**src/rtl/sort4_controller_pkg.sv**
```systemverilog
`default_nettype none
// ============================================================================
// Module      : sort4_controller_pkg
// Description : Shared types and constants for the nibble bubble-sort
//               sequencer: FSM state encoding and comparator result bits.
// Revision    : 1.0 - initial release
// ============================================================================
package sort4_controller_pkg;

  // Controller states; any other encoding is treated as LOAD.
  typedef enum logic [1:0] {
    LOAD  = 2'd0,
    SORT  = 2'd1,
    DRAIN = 2'd2
  } state_t;

  // Bit positions inside the comparator result vector {gt, eq, lt}.
  localparam int GT = 2;
  localparam int EQ = 1;
  localparam int LT = 0;

endpackage
`default_nettype wire

```
**src/rtl/sort4_controller_mag_compare.sv**
```systemverilog
`default_nettype none
// ============================================================================
// Module      : mag_compare
// Description : Unsigned magnitude comparator, result {gt, eq, lt} of a vs b.
// Revision    : 1.0 - initial release
// ============================================================================
module mag_compare
  import sort4_controller_pkg::*;
#(
  parameter int WIDTH = 4
) (
  input  logic [WIDTH-1:0] a,
  input  logic [WIDTH-1:0] b,
  output logic [2:0]       r
);

  // Exactly one result bit is set for any pair of operands.
  always_comb begin
    r     = '0;
    r[GT] = (a > b);
    r[EQ] = (a == b);
    r[LT] = (a < b);
  end

endmodule
`default_nettype wire

```
**src/rtl/sort4_controller.sv**
```systemverilog
`default_nettype none
// ============================================================================
// Module      : sort4_controller
// Description : Loads a block of DEPTH nibbles over a valid/ready port,
//               bubble-sorts it in place with one shared comparator (one
//               compare-and-swap per clock), then drains it over a
//               valid/ready port, index 0 first.
// Revision    : 1.0 - initial release
// ============================================================================
module sort4_controller
  import sort4_controller_pkg::*;
#(
  parameter int WIDTH  = 4,
  parameter int DEPTH  = 4,
  parameter int ASCEND = 1,
  parameter int CNT_W  = 3
) (
  input  logic             clk,
  input  logic             rst,
  input  logic             in_valid,
  output logic             in_ready,
  input  logic [WIDTH-1:0] in_data,
  output logic             out_valid,
  input  logic             out_ready,
  output logic [WIDTH-1:0] out_data,
  output logic             out_last,
  output logic             busy,
  output logic             done,
  output logic [CNT_W-1:0] swap_count
);

  localparam int IDX_W = $clog2(DEPTH);
  localparam logic [IDX_W-1:0] c_last_idx  = IDX_W'(DEPTH - 1);
  localparam logic [IDX_W-1:0] c_last_pass = IDX_W'(DEPTH - 2);
  localparam logic [IDX_W-1:0] c_idx_one   = IDX_W'(1);
  localparam logic [CNT_W-1:0] c_cnt_one   = CNT_W'(1);

  state_t           r_state;
  logic [WIDTH-1:0] r_mem [DEPTH];
  logic [IDX_W-1:0] r_idx;
  logic [IDX_W-1:0] r_pass;
  logic [IDX_W-1:0] r_j;
  logic             r_no_swap;
  logic [CNT_W-1:0] r_swap_count;
  logic             r_in_ready;
  logic             r_out_valid;
  logic             r_out_last;
  logic             r_busy;
  logic             r_done;

  logic [IDX_W-1:0] w_j_nxt;
  logic [IDX_W-1:0] w_j_end;
  logic [IDX_W-1:0] w_idx_nxt;
  logic [WIDTH-1:0] w_a;
  logic [WIDTH-1:0] w_b;
  logic [2:0]       w_cmp;
  logic             w_swap;
  logic             w_pass_clean;

  // The pass shrinks by one element each time: the largest (or smallest)
  // remaining value has bubbled to the end of the unsorted region.
  assign w_j_nxt   = r_j + c_idx_one;
  assign w_j_end   = c_last_pass - r_pass;
  assign w_idx_nxt = r_idx + c_idx_one;

  assign w_a = r_mem[r_j];
  assign w_b = r_mem[w_j_nxt];

  mag_compare #(
    .WIDTH (WIDTH)
  ) u_cmp (
    .a (w_a),
    .b (w_b),
    .r (w_cmp)
  );

  // Equal pairs never swap, which keeps the sort stable.
  assign w_swap = (r_state == SORT) && !w_cmp[EQ] &&
                  ((ASCEND != 0) ? w_cmp[GT] : w_cmp[LT]);

  // A pass is clean only if neither earlier compares nor this one swapped.
  assign w_pass_clean = r_no_swap && !w_swap;

  // Main sequencer: storage, indices, counters and registered handshake flags.
  always_ff @(posedge clk or posedge rst) begin
    if (rst) begin
      r_state      <= LOAD;
      for (int i = 0; i < DEPTH; i++) begin
        r_mem[i] <= '0;
      end
      r_idx        <= '0;
      r_pass       <= '0;
      r_j          <= '0;
      r_no_swap    <= 1'b1;
      r_swap_count <= '0;
      r_in_ready   <= 1'b1;
      r_out_valid  <= 1'b0;
      r_out_last   <= 1'b0;
      r_busy       <= 1'b0;
      r_done       <= 1'b0;
    end else begin
      r_done <= 1'b0;
      case (r_state)
        LOAD: begin
          if (in_valid && r_in_ready) begin
            r_mem[r_idx] <= in_data;
            if (r_idx == '0) begin
              r_swap_count <= '0;
            end
            if (r_idx == c_last_idx) begin
              r_state    <= SORT;
              r_idx      <= '0;
              r_pass     <= '0;
              r_j        <= '0;
              r_no_swap  <= 1'b1;
              r_in_ready <= 1'b0;
              r_busy     <= 1'b1;
            end else begin
              r_idx <= w_idx_nxt;
            end
          end
        end

        SORT: begin
          if (w_swap) begin
            r_mem[r_j]     <= w_b;
            r_mem[w_j_nxt] <= w_a;
            r_swap_count   <= r_swap_count + c_cnt_one;
            r_no_swap      <= 1'b0;
          end
          if (r_j == w_j_end) begin
            if (w_pass_clean || (r_pass == c_last_pass)) begin
              r_state     <= DRAIN;
              r_done      <= 1'b1;
              r_idx       <= '0;
              r_out_valid <= 1'b1;
              r_out_last  <= 1'b0;
            end else begin
              r_pass    <= r_pass + c_idx_one;
              r_j       <= '0;
              r_no_swap <= 1'b1;
            end
          end else begin
            r_j <= w_j_nxt;
          end
        end

        DRAIN: begin
          if (r_out_valid && out_ready) begin
            if (r_out_last) begin
              r_state     <= LOAD;
              r_idx       <= '0;
              r_out_valid <= 1'b0;
              r_out_last  <= 1'b0;
              r_busy      <= 1'b0;
              r_in_ready  <= 1'b1;
            end else begin
              r_idx      <= w_idx_nxt;
              r_out_last <= (w_idx_nxt == c_last_idx);
            end
          end
        end

        default: begin
          r_state     <= LOAD;
          r_idx       <= '0;
          r_in_ready  <= 1'b1;
          r_out_valid <= 1'b0;
          r_out_last  <= 1'b0;
          r_busy      <= 1'b0;
        end
      endcase
    end
  end

  assign in_ready   = r_in_ready;
  assign out_valid  = r_out_valid;
  assign out_data   = r_out_valid ? r_mem[r_idx] : '0;
  assign out_last   = r_out_last;
  assign busy       = r_busy;
  assign done       = r_done;
  assign swap_count = r_swap_count;

endmodule
`default_nettype wire

```
**config.mk**
```make
export PLATFORM = sky130hd
export DESIGN_NAME = sort4_controller
export DESIGN_NICKNAME = d
export VERILOG_FILES = /design/src/rtl/sort4_controller_pkg.sv /design/src/rtl/sort4_controller_mag_compare.sv /design/src/rtl/sort4_controller.sv
export SDC_FILE = /design/constraint.sdc
export NUM_CORES = 1
export LEC_CHECK = 0
export BUFFER_PORTS_ARGS = -buffer_cell sky130_fd_sc_hd__buf_2
export CORE_UTILIZATION = 59
export DETAILED_ROUTE_END_ITERATION = 7
export PLACE_DENSITY = 0.78
export SYNTH_ARGS = -nofsm -noshare
export SYNTH_HDL_FRONTEND = slang
export SYNTH_SLANG_ARGS = --single-unit
```
**constraint.sdc**
```tcl
create_clock -name clk -period 4 [get_ports clk]
set_input_delay 0.2 -clock clk [delete_from_list [all_inputs] [get_ports clk]]
set_output_delay 0.2 -clock clk [all_outputs]
set_load 0.02 [all_outputs]
```
==> results of run 1 <==
-- critical path: stages, from the launching register on --
cell     delay (ns)
dfrtp_1        0.63
inv_1          0.19
ha_1           0.46
mux4_2         0.40
inv_1          0.09
ha_1           0.26
and4_1         0.26
o21a_1         0.20
a31o_4         0.26
nor3_4         0.30
mux2_2         0.38
-- layout make-up --
cell class	instances	share of cell area [%]
inverters	13	1.72
repair buffers	25	4.95
multi-input cells	196	58.9
flip-flops and latches	33	29.3
clock buffers	6	2.57
well taps	50	2.21
clock inverters	2	0.354
-- cells by family after synthesis --
family | after synthesis | share of synthesized area (%)
adder cells (fa/ha/maj) | 15 | 7.15
buffers and inverters | 24 | 5.00
AO/OA/AOI/OAI | 62 | 17.4
AND/OR/NAND/NOR | 77 | 18.4
multiplexers | 40 | 19.8
XOR/XNOR | 2 | 0.667
flip-flops | 33 | 31.5
-- state kept, by name, indices dropped and copies added, names as in the netlist --
name        count
r_mem          16
swap_count      3
r_idx           2
r_j             2
r_pass          2
r_state         2
busy            1
done            1
in_ready        1
out_last        1
out_valid       1
r_no_swap       1
-- power groups by stage --
stage          Combinational (mW)  Sequential, mW  Clock [mW]
2_1_floorplan                1.21           0.605           0
3_3_place_gp                 1.51           0.641           0
3_5_place_dp                 1.52           0.647           0
4_1_cts                      1.52           0.641       0.248
5_1_grt                      1.68           0.668       0.259
6_report                     1.56           0.647       0.244
-- through the flow --
step                      cell area [um2]  instances  utilization [%]  hold slack (ns)
after floorplan                      2630        253                -            0.327
after global placement               2750        317             66.3            0.300
after detailed placement             2750        317             66.3            0.316
after CTS                            2830        325             68.3          0.00769
after global routing                 2830        325             68.3           0.0512
final                                2830        325             68.3         -0.00229
-- layer usage --
metal	part of all wire, %	vias to the layer above	routed length (um)
met4	1.1	0	77
li1	-	1012	-
met1	47	1080	3190
met5	0	-	0
met2	42	107	2840
met3	9.2	9	620
-- cell usage after synthesis, drive strengths merged --
cell type  count  area, um2
dfrtp         31        776
and3          17        106
nand2         17       63.8
o22ai         17        106
a211o         16        140
mux2          16        180
mux2i         16        160
ha            15        188
inv           13       48.8
nand3         11       55.1
nor3          10       95.1
mux4           8        180
o21ai          8       40.0
buf            7       66.3
nor2           6       22.5
and2           4       25.0
clkbuf         4       16.3
nor3b          4       30.0
a21oi          3       15.0
a31oi          3       18.8
o211ai         3       22.5
o21a           3       22.5
a21bo          2       20.0
a21o           2       15.0
a31o           2       26.3
dfstp          2       52.6
o31a           2       17.5
xnor2          2       17.5
a211oi         1       12.5
and2b          1       7.51
and4           1       8.76
and4bb         1       12.5
nand2b         1       8.76
nand4          1       6.26
nand4bb        1       27.5
nor2b          1       6.26
nor4b          1       8.76
-- path summary, 6_finish.rpt --
check	start	to	cells after the start
max	r_j[1]	r_mem[0]	10
max reg2reg	r_j[1]	r_mem[0]	10
max in group asynchronous	rst	in_ready	3
min	rst	done	3
min in group clk	out_ready	r_state[1]	3
min reg2reg	swap_count[2]	swap_count[2]	1
==> results.toml, run 1 <==
[placement]
gp_congestion = 0.914
io_buffers = 19
dpl.hpwl_um = 5070
place_ws_ns = 0.512

[timing]
maxSlewHeadroom_pct = 58.3
max_slew.worst_pin.slew_ns = 0.624
rsz0062_at_grt = "no"
fin_setup_tns_ns = 0
fin_crit_ns = 3.54
setup_ws_ns = 0.464
finalSetupViolCount = 0
hold_viol = 16
slew_violations = 0
clock_skew_ns = 0.00500
timing.final.crit_share_pct = 88.4
whs_ns = -0.00229
clock.fmax_mhz = 283

[floorplan]
coreArea_mm2 = 0.00414
dieArea_mm2 = 0.00472
io_pins = 20
die_x_um = 68.7
std_cell_rows = 23
initial_core_util_pct = 63.4
die_y_um = 68.7

[cts]
hold_buffers = 0
clk-insertion-delay-late_ns = 0.28
root_buffer = "clkbuf_8"
clkSinkCount = 33
cts_setup_buffers = 0
htreeDepth = 2
cts_resized = 0
clkTransAtPathRegs_ns = 0.07
cts-buffers-inserted = 5
cts_tree = "yes"
clockBufferDepth = 2

[layout]
mostFrequentLayoutCell = "dfrtp_1"
multiInputGateArea_mm2 = 0.00167
final_nets = 297
syn_to_final_growth_pct = 7.72
antenna_cells = 0
drive_above_1_share_pct = 25.5
nFillCells = 321
register_area_um2 = 828
final_cell_mix = "31 x dfrtp_1, 19 x buf_2, 17 x nand2_1, 17 x and3_1, 17 x o22ai_1"

[routing]
routed_via_density = 6.79
num_vias = 2208
drc = 0
dr.first_iter.drc_count = 307
dr.pass1.iters = 4
wl_per_cell_um = 20.7
drtAntennaViolNets = 0
drt_wl_total_um = 6730

[outcome]
status = "complete, but fails checks"
violations = "negative hold slack"

[pwr]
totalPowerFinal_mw = 2.45
p_sw_share_pct = 49.1
leakagePower_nw = 1.37
irDropWorstVdd_mv = 0.510
p_switching_mw = 1.20
seqPwrFrac_pct = 26.4
intPower_mw = 1.25
pwr-share-clk_pct = 10.0
power_density_mw_per_mm2 = 865
pwr-share-comb_pct = 63.6

[global_routing]
grt_overflow = 0
antenna_found_initial = 0
use_met2_pct = 45.0
grt-busiest-layer = "met1"
grt_pass1_wl_um = 10800
track_usage_pct = 32.4
grt_max_degree = 34
use_met1_pct = 49.6
met3_usage_pct = 7.57
grt_pass1_vias = 2021

[synth]
synth_seq_cells = 33
synth_nets = 276
postSynthAreaPerCell_um2 = 10.4
ys_seq_area_share_pct = 31.5
synthDistinctLibCells = 42
ys_warn_count = 0
syn_area_mm2 = 0.00263
syn_inst = 253

[job]
drv_cap = 0

[worst_setup_path]
crit_type = "register to register"
cp_data_arrival_time_ns = 3.71
r2r_setup_slack_ns = 0.46
worstPathMaxFanout = 13
end_kind = "register"
required_ns = 4.17
crit_path_start_kind = "register"

[worst_hold_path]
hold_class = "input port to async pin"
(Power assumes the default switching activity.)
==> run 2, diff against run 1 <==
- CELL_PAD_IN_SITES_DETAIL_PLACEMENT: unset -> 1
- CELL_PAD_IN_SITES_GLOBAL_PLACEMENT: unset -> 2
- CORE_UTILIZATION: 59 -> 40
- PLACE_DENSITY: 0.78 -> unset
- PLACE_DENSITY_LB_ADDON: unset -> 0.1
==> results.toml, run 2 (synthesis gave the netlist of run 1 again) <==
[outcome]
status = "complete, but fails checks"
violations = "negative hold slack"

[placement]
io_buffers = 19
gp_congestion = 0.833
dpl.hpwl_um = 5900
dpl_cell_area_mm2 = 0.00279

[cts]
clkSinkCount = 33
cts_setup_buffers = 0
clkTransAtPathRegs_ns = 0.08
cts-buffers-inserted = 5
hold_buffers = 0
clockBufferDepth = 2
root_buffer = "clkbuf_8"
clk-insertion-delay-late_ns = 0.30
cts_tree = "yes"
cts_resized = 0
htreeDepth = 2

[worst_setup_path]
worstPathCellList = "inv_1, ha_1, mux4_2, inv_1, ha_1, and4_1, o21a_1, a31o_4, nor3_4, mux2_2"
worst-path-buf-inv = 2
crit_family = "multiplexers"
crit_type = "register to register"
reg2reg_depth = 10
cp_data_arrival_time_ns = 3.43
worstPathMaxFanout = 5
required_ns = 4.18
crit_path_start_kind = "register"
r2r_setup_slack_ns = 0.75
end_kind = "register"
r2r-start = "r_j[1]"
slowest_stage = "ha_1"
critical_path.max_stage_delay_ns = 0.46
r2r-end = "r_mem[11]"

[timing]
clock_skew_ns = 0.00765
fin_crit_ns = 3.25
whs_ns = -0.00973
slew_violations = 0
hold_viol = 25
maxSlewHeadroom_pct = 50.4
rsz0062_at_grt = "no"
max_slew.worst_pin.slew_ns = 0.743
finalSetupViolCount = 0
clock.fmax_mhz = 308
fin_setup_tns_ns = 0
timing.final.crit_share_pct = 81.2

[layout]
final_cell_mix = "31 x dfrtp_1, 19 x buf_2, 17 x nand2_1, 17 x and3_1, 17 x o22ai_1"
syn_to_final_growth_pct = 9.81
mostFrequentLayoutCell = "dfrtp_1"
top_register = "r_mem"
final_nets = 298
drive_above_1_share_pct = 26.1
stdcell_area_mm2 = 0.00288
antenna_cells = 0
largest_reg_flops = 16

[global_routing]
grt_pass1_wl_um = 12900
antenna_found_initial = 0
track_usage_pct = 24.5
grt_overflow = 0
grt_pass1_vias = 2202
grt_max_degree = 34

[floorplan]
io_pins = 20
dieArea_mm2 = 0.00689
initial_core_util_pct = 41.4
die_y_um = 83.0
die_x_um = 83.0
std_cell_rows = 29
coreArea_mm2 = 0.00635

[routing]
drtAntennaViolNets = 0
wl_per_cell_um = 22.3
drt_wl_total_um = 7880
dr.pass1.iters = 4
dr.first_iter.drc_count = 119
drc = 0
routed_via_density = 6.18
num_vias = 2183

[pwr]
power_density_mw_per_mm2 = 872
leakagePower_nw = 1.39
totalPowerFinal_mw = 2.51
irDropWorstVdd_mv = 0.370

[worst_hold_path]
hold_class = "input port to async pin"

[job]
drv_cap = 0
-- run 2: cell types whose count changed in the layout (fill, tap and decap cells not counted), sizes merged --
cell	before	now
buf	25	26
-- run 2: how the worst max path moves through the flow --
stage | from | endpoint | slack (ns) | depth (start not counted)
6_report | r_j[1] | r_mem[11] | 0.75 | 10
5_1_grt | r_j[1] | out_last | 0.64 | 10
4_1_cts | r_j[1] | r_mem[6] | 0.76 | 10
3_5_place_dp | r_j[1] | r_mem[6] | 0.79 | 10
3_3_place_gp | r_j[1] | r_mem[11] | 0.86 | 10
2_1_floorplan | r_j[0] | r_mem[0] | 0.85 | 12
-- run 2: metrics by stage --
step / setup slack, ns / utilization [%] / std cells / hold slack (ns)
after global placement: 0.865 / 43.9 / 345 / 0.319
after CTS: 0.758 / 45.4 / 353 / 0.00266
after detailed placement: 0.785 / 43.9 / 345 / 0.326
final: 0.753 / 45.4 / 353 / -0.00973
after floorplan: 0.848 / - / 253 / 0.327
after global routing: 0.636 / 45.4 / 353 / 0.0376
-- run 2: report_power, final --
part / switching, mW / internal, mW / total [mW] / leakage (nW)
clock: 0.141 / 0.140 / 0.281 / 0.0512
combinational: 0.928 / 0.668 / 1.60 / 0.904
sequential: 0.174 / 0.463 / 0.638 / 0.430
-- run 2: final cells by class --
class	instances	area, um2
Clock buffer	6	82.6
Clock inverter	2	13.8
Fill cell	710	3470
Inverter	13	48.8
Multi-Input combinational cell	196	1670
Sequential cell	33	828
Tap cell	77	96.3
Timing Repair Buffer	26	148
-- run 2: metal layers --
metal	GRT usage, %	wire, um	vias to the layer above
met5	0	0	-
met4	5.64	106	0
met3	3.68	389	10
met2	34.8	3440	49
met1	38.8	3940	1112
li1	-	-	1012
-- run 2: worst reg2reg max path, cell delays in order, from the launching register on --
cell,delay [ns]
dfrtp_1,0.38
inv_1,0.10
ha_1,0.46
mux4_2,0.43
inv_1,0.09
ha_1,0.25
and4_1,0.26
o21a_1,0.20
a31o_4,0.26
nor3_4,0.31
mux2_2,0.38
